## src/rtl/alu_multiword_seq.sv

```systemverilog
// Multi-word add/sub sequencer: streams W-bit chunks LSB-first through one external ALU.
// Optional signed-overflow output enabled by defining ALU_SEQ_OVF_EN.
module alu_multiword_seq #(
    parameter int W = 32,
    parameter int N = 4
) (
    input  logic           clk,
    input  logic           rst,
    input  logic           start,
    input  logic           op_sub,
    input  logic           cin,
    input  logic [N*W-1:0] a_in,
    input  logic [N*W-1:0] b_in,
    output logic           busy,
    output logic           done,
    output logic [N*W-1:0] sum,
    output logic           c_out,
    output logic [W-1:0]   alu_a,
    output logic [W-1:0]   alu_b,
    output logic [2:0]     alu_op,
    output logic           alu_c_in,
    input  logic [W-1:0]   alu_result,
    input  logic           alu_c_out
`ifdef ALU_SEQ_OVF_EN
    ,
    output logic           ovf
`endif
);

    localparam int KW = $clog2(N);
    localparam logic [KW-1:0] K_LAST = KW'(N - 1);

    typedef enum logic [1:0] {
        IDLE,
        RUN,
        DONE
    } state_t;

    state_t         state_q, state_d;
    logic [KW-1:0]  k_q, k_d;
    logic [N*W-1:0] a_q, a_d;
    logic [N*W-1:0] b_q, b_d;
    logic           carry_q, carry_d;
    logic [N*W-1:0] sum_q, sum_d;
    logic           c_out_q, c_out_d;
    logic           done_q, done_d;
`ifdef ALU_SEQ_OVF_EN
    logic           ovf_q, ovf_d;
`endif

    always_comb begin
        state_d = state_q;
        k_d     = k_q;
        a_d     = a_q;
        b_d     = b_q;
        carry_d = carry_q;
        sum_d   = sum_q;
        c_out_d = c_out_q;
        done_d  = 1'b0;
`ifdef ALU_SEQ_OVF_EN
        ovf_d   = ovf_q;
`endif
        unique case (state_q)
            IDLE: begin
                if (start) begin
                    // SUB is A + ~B + 1 so the carry chains cleanly across chunks
                    a_d     = a_in;
                    b_d     = op_sub ? ~b_in : b_in;
                    carry_d = op_sub | cin;
                    k_d     = '0;
                    state_d = RUN;
                end
            end
            RUN: begin
                sum_d[int'(k_q)*W +: W] = alu_result;
                carry_d = alu_c_out;
                if (k_q == K_LAST) begin
                    c_out_d = alu_c_out;
`ifdef ALU_SEQ_OVF_EN
                    ovf_d = (a_q[N*W-1] ^ alu_result[W-1])
                          & (b_q[N*W-1] ^ alu_result[W-1]);
`endif
                    k_d     = '0;
                    done_d  = 1'b1;
                    state_d = DONE;
                end else begin
                    k_d = k_q + 1'b1;
                end
            end
            DONE: begin
                state_d = IDLE;
            end
            default: begin
                state_d = IDLE;
            end
        endcase
    end

    always_ff @(posedge clk or posedge rst) begin
        if (rst) begin
            state_q <= IDLE;
            k_q     <= '0;
            a_q     <= '0;
            b_q     <= '0;
            carry_q <= 1'b0;
            sum_q   <= '0;
            c_out_q <= 1'b0;
            done_q  <= 1'b0;
`ifdef ALU_SEQ_OVF_EN
            ovf_q   <= 1'b0;
`endif
        end else begin
            state_q <= state_d;
            k_q     <= k_d;
            a_q     <= a_d;
            b_q     <= b_d;
            carry_q <= carry_d;
            sum_q   <= sum_d;
            c_out_q <= c_out_d;
            done_q  <= done_d;
`ifdef ALU_SEQ_OVF_EN
            ovf_q   <= ovf_d;
`endif
        end
    end

    always_comb begin
        alu_a    = '0;
        alu_b    = '0;
        alu_c_in = 1'b0;
        if (state_q == RUN) begin
            alu_a    = a_q[int'(k_q)*W +: W];
            alu_b    = b_q[int'(k_q)*W +: W];
            alu_c_in = carry_q;
        end
    end

    assign alu_op = 3'b010;
    assign busy   = (state_q != IDLE);
    assign done   = done_q;
    assign sum    = sum_q;
    assign c_out  = c_out_q;
`ifdef ALU_SEQ_OVF_EN
    assign ovf    = ovf_q;
`endif

endmodule

```

## config.mk

```make
export PLATFORM = sky130hd
export DESIGN_NAME = alu_multiword_seq
export DESIGN_NICKNAME = d
export VERILOG_FILES = /design/src/rtl/alu_multiword_seq.sv
export SDC_FILE = /design/constraint.sdc
export NUM_CORES = 1
export LEC_CHECK = 0
export CORE_UTILIZATION = 45
export CTS_CLUSTER_DIAMETER = 100
export DETAILED_ROUTE_END_ITERATION = 8
export PLACE_DENSITY = 0.77
export SYNTH_ARGS = -nofsm -noshare
export SYNTH_HDL_FRONTEND = slang
export SYNTH_SLANG_ARGS = --single-unit
```

## constraint.sdc

```tcl
create_clock -name clk -period 16.3 [get_ports clk]
set_clock_uncertainty 0.05 [all_clocks]
set_input_delay 3.26 -clock clk [delete_from_list [all_inputs] [get_ports clk]]
set_output_delay 3.26 -clock clk [all_outputs]
set_load 0.005 [all_outputs]
```

==> metrics.sh <==
SYNTH_CELLS=1712
MAX-VDD-IR-DROP_V=0.0000812
ROUTE.DETAILED.WL_PER_INST_MICRONS=18.9
CLOCKROOTBUFFER='clkbuf_16'
SYNTH_ENABLE_FLOP_CELLS=0
DIE_X_MICRONS=201
CLOCK.FMAX_MHz=146
DIE_H_MICRONS=201
SYNTH_AREA_SQ_UM=17800
MAXCAPVIOLCOUNT=0
GRT_PASS1_WL_MICRONS=80700
SEQ_AREA_FRAC_SYNTH_PCT=55.1
RELATIVE_CONTRIBUTION_OF_SEQUENTIAL_CELLS_TO_TOTAL_POWER_PCT=37.1
POST-SYNTH-TOP-AREA-FRACTION_PCT=55.1
GRT_OVERFLOW=0
PLACEMENT.CELL_AREA_SQ_UM=22700
MIN_DELAY_WORST_TYPE='reg -> reg'
POST-ROUTE-DRC-COUNT=0
REGTOREGENDPOINT='b_q[116]$_DFFE_PP0P_'
ROW_COUNT=72
DIE_AREA_SQ_UM=40300
ASYNCSETRESETFLOPFRACSYNTH_PCT=100
POST_SYNTH.CELL_AREA_AVG_SQ_UM=10.4
CLOCK_TREE.HTREE_LEVEL_COUNT=2
HOLD_VIOLATIONS=0
SHARE_OF_CELLS_ABOVE_DRIVE_STRENGTH_1_PCT=7.44
YS_DOMINANT_REG_CELL='dfrtp_1'
TRACK_USAGE_PCT=25.7
POST-CTS-SETUP-BUFFER-COUNT=0
YOSYS.CELL_COUNT.TOP_TYPE='nand2_1'
PWR-SHARE-CLK_PCT=21.9
YS_FF_LATCH=391
CLKLATENCYLATEPIN_NS=0.56
LAYOUT.NETS=2436
LAYOUT.CELL_AREA.NON_FILLER_SQ_UM=24200
SLEW_AT_THE_PIN_WITH_THE_WORST_MAX_SLEW_SLACK_NS=1.04
CRITICAL_PATH_REQUIRED_NS=12.99
PORTION_OF_TOTAL_POWER_ATTRIBUTED_TO_COMBINATIONAL_LOGIC_PCT=41.0
CTS_HOLD_BUF=0
WORST-ENDPOINT-ARRIVAL_NS=3.54
DRTPASS1ITERATIONS=5
POWER_SWITCHING_SHARE_PCT=33.5
FINALCRITICALPERIOD_NS=6.85
FINAL-INSTANCE-COUNT-EXCL-FILL=2686
ANTENNA_LEFT=0
INITIAL_CORE_UTIL_PCT=45.8
ANTENNA_VIOLATIONS_BEFORE_REPAIR=7
CRITICAL_PATH.CELL_CHAIN='buf_4, mux4_2, and2_1, clkdlybuf4s50_1'
MAX_CLOCK_BUF_DEPTH=3
WORSTPATHMAXFANOUT=49
WORSTSETUPSTARTPOINT='k_q[0]$_DFFE_PP0P_'
RSZ_0062_RAISED_AFTER_GLOBAL_ROUTING='no'
DRV_SLEW=0
SYN2LAYOUT_AREA_GROWTH_PCT=36.2
CTS_SINKS=391
TOTAL_POWER_uW=4510
VIAS_PER_CELL=5.17
WORSTSETUPENDPOINTTYPE='output pin'
OUTCOME='completed'
SYNTHTOPCELLSBYAREA='dfrtp_1, nand2_1, mux4_2'
PORT_BUFFERS=489
POST-SYNTH-TOP-AREA-CELL='dfrtp_1'
FINALSETUPTNS_NS=0
POST-ROUTE-WORST-SETUP-SLACK_NS=9.45
TIMING.SLEW.HEADROOM_PCT=30.4
R2R_CELLS=5
YS.WARNINGS.COUNT=0
SETUP_VIOL_COUNT_FINAL=0
CELLPOWERDENSITY_nW_PER_UM2=186
FIRST_GLOBAL_VIAS=14200
CRITICAL-PATH-SLOWEST-CELL='buf_4'
CRITICALPATHCATEGORY='reg -> out'
VIAS=13900
TRITONCTS_CLOCK_TREE='built'
DP.FINAL_HPWL_MICRONS=35300
WORSTSETUPSTARTPOINTTYPE='register'
DP_CELLS=2610
IOPINCOUNT=493
P_SW_uW=1510
PLACER_S_FINAL_ROUTABILITY_CONGESTION_ESTIMATE=0.845
LAST_ELEMENT_OF_THE_CRITICAL_PATH='alu_b[23]'
DPL_WORST_SLACK_NS=9.77
CLOCK_SLEW_SEEN_BY_THE_REGISTERS_OF_THE_WORST_SETUP_AND_HOLD_PATHS_NS=0.06
YOSYSUNIQUECELLTYPES=30
WORST_R2R_START='state_q[1]$_DFFE_PP0P_'
REGTOREGSETUPSLACK_NS=12.97
CTS_RESIZED=0
DETAILED_ROUTE_ITER0_VIOLATIONS=797
POWER.STATIC_LEAKAGE_uW=0.0106
TOTALWIRELENGTH_MICRONS=50900
MAXIMUM_NUMBER_OF_PINS_ON_ONE_NET_BEFORE_GLOBAL_ROUTE_REPAIR=220
CORE_AREA_SQ_UM=38700
FINAL.PERIOD_UTILIZATION_PCT=42.0
POWER.INTERNAL_uW=3000
NUMCTSBUFFERS=42
CPPEAKSTAGEDELAY_NS=0.87
COMMONEST_CELLS_IN_THE_SYNTHESIZED_NETLIST='nand2_1, dfrtp_1, xnor2_1'
-- logic make-up after synthesis --
| logic type | after synthesis | synth area share, % |
|---|---|---|
| other | 2 | 0.0423 |
| xor gates and xnor gates | 128 | 6.31 |
| DFF | 391 | 55.1 |
| adders and majority gates | 6 | 0.423 |
| AOI/OAI and AO/OA | 259 | 8.68 |
| and+or+nand+nor | 728 | 16.7 |
| muxes | 65 | 8.18 |
| buffers and inverters | 133 | 4.52 |
-- power groups by stage --
stage	clock, uW	sequential, uW	combinational [uW]
after global placement	0	1650	1800
after CTS	1010	1670	1870
final	989	1670	1850
after floorplan	0	1590	1080
after global routing	1050	1720	2020
after detailed placement	0	1680	1850
-- worst min-delay path by stage --
stage                              from                  end  slack (ns)  cells after the start
global route        a_q[82]$_DFFE_PP0P_  a_q[82]$_DFFE_PP0P_        0.43                      2
detailed placement  a_q[87]$_DFFE_PP0P_  a_q[87]$_DFFE_PP0P_        0.41                      2
finish              a_q[72]$_DFFE_PP0P_  a_q[72]$_DFFE_PP0P_        0.42                      2
floorplan           a_q[64]$_DFFE_PP0P_  a_q[64]$_DFFE_PP0P_        0.39                      2
CTS                 a_q[72]$_DFFE_PP0P_  a_q[72]$_DFFE_PP0P_        0.42                      2
global placement    a_q[92]$_DFFE_PP0P_  a_q[92]$_DFFE_PP0P_        0.40                      2
-- cell usage in the layout, fill, tap and decap left out, types with 2 or more instances in the layout --
master | netlist | layout
nand2_1 | 643 | 643
nand3b_1 | 3 | 3
clkdlybuf4s50_1 | 0 | 488
nor3_1 | 3 | 3
nor4b_4 | 0 | 2
o31ai_1 | 2 | 2
o21ai_0 | 87 | 87
diode_2 | 0 | 3
conb_1 | 2 | 3
o21ai_1 | 106 | 106
clkbuf_1 | 47 | 9
clkbuf_8 | 0 | 6
xnor2_1 | 128 | 128
clkbuf_16 | 0 | 42
inv_1 | 3 | 2
buf_4 | 7 | 19
clkinv_2 | 0 | 5
nor2_1 | 2 | 2
mux4_2 | 64 | 64
dfrtp_1 | 391 | 389
and2_1 | 67 | 67
ha_1 | 6 | 6
bufinv_16 | 0 | 6
a22o_1 | 64 | 64
dfrtp_4 | 0 | 2
inv_6 | 0 | 2
-- flip-flops by register name (all words and copies together) (netlist names) --
| signal | count |
|---|---|
| done | 1 |
| c_out | 1 |
| state_q | 2 |
| sum | 128 |
| carry_q | 1 |
| b_q | 128 |
| a_q | 128 |
| k_q | 2 |
-- area by class of cell --
class	count	area, sq um
clock inverter	16	255
inverter	3	18.8
multi-input combinational	1189	7230
clock buffer	57	1170
sequential	391	9790
fill	3073	14600
antenna	3	7.51
timing repair buffer	509	5060
tap	518	648
-- metal layers --
layer / wire (microns) / global-route usage (%) / vias up
met5: 45 / 0 / -
met4: 1760 / 9.57 / 6
met3: 3430 / 6.28 / 103
met2: 25100 / 42.5 / 495
met1: 20500 / 32.8 / 6822
li1: - / - / 6468
-- critical path: cells and delay by family (launching register included) --
kind          cells  cell delay [ns]
buf+inv           2             1.34
flops             1             0.74
mux               1             0.62
simple gates      1             0.25
-- stage by stage --
step | utilization (%) | hold slack (ns)
floorplan | - | 0.390
global placement | 58.7 | 0.403
detailed placement | 58.7 | 0.409
CTS | 62.4 | 0.422
global route | 62.4 | 0.431
finish | 62.4 | 0.421
Note: power is estimated with default switching activity, not from simulation.
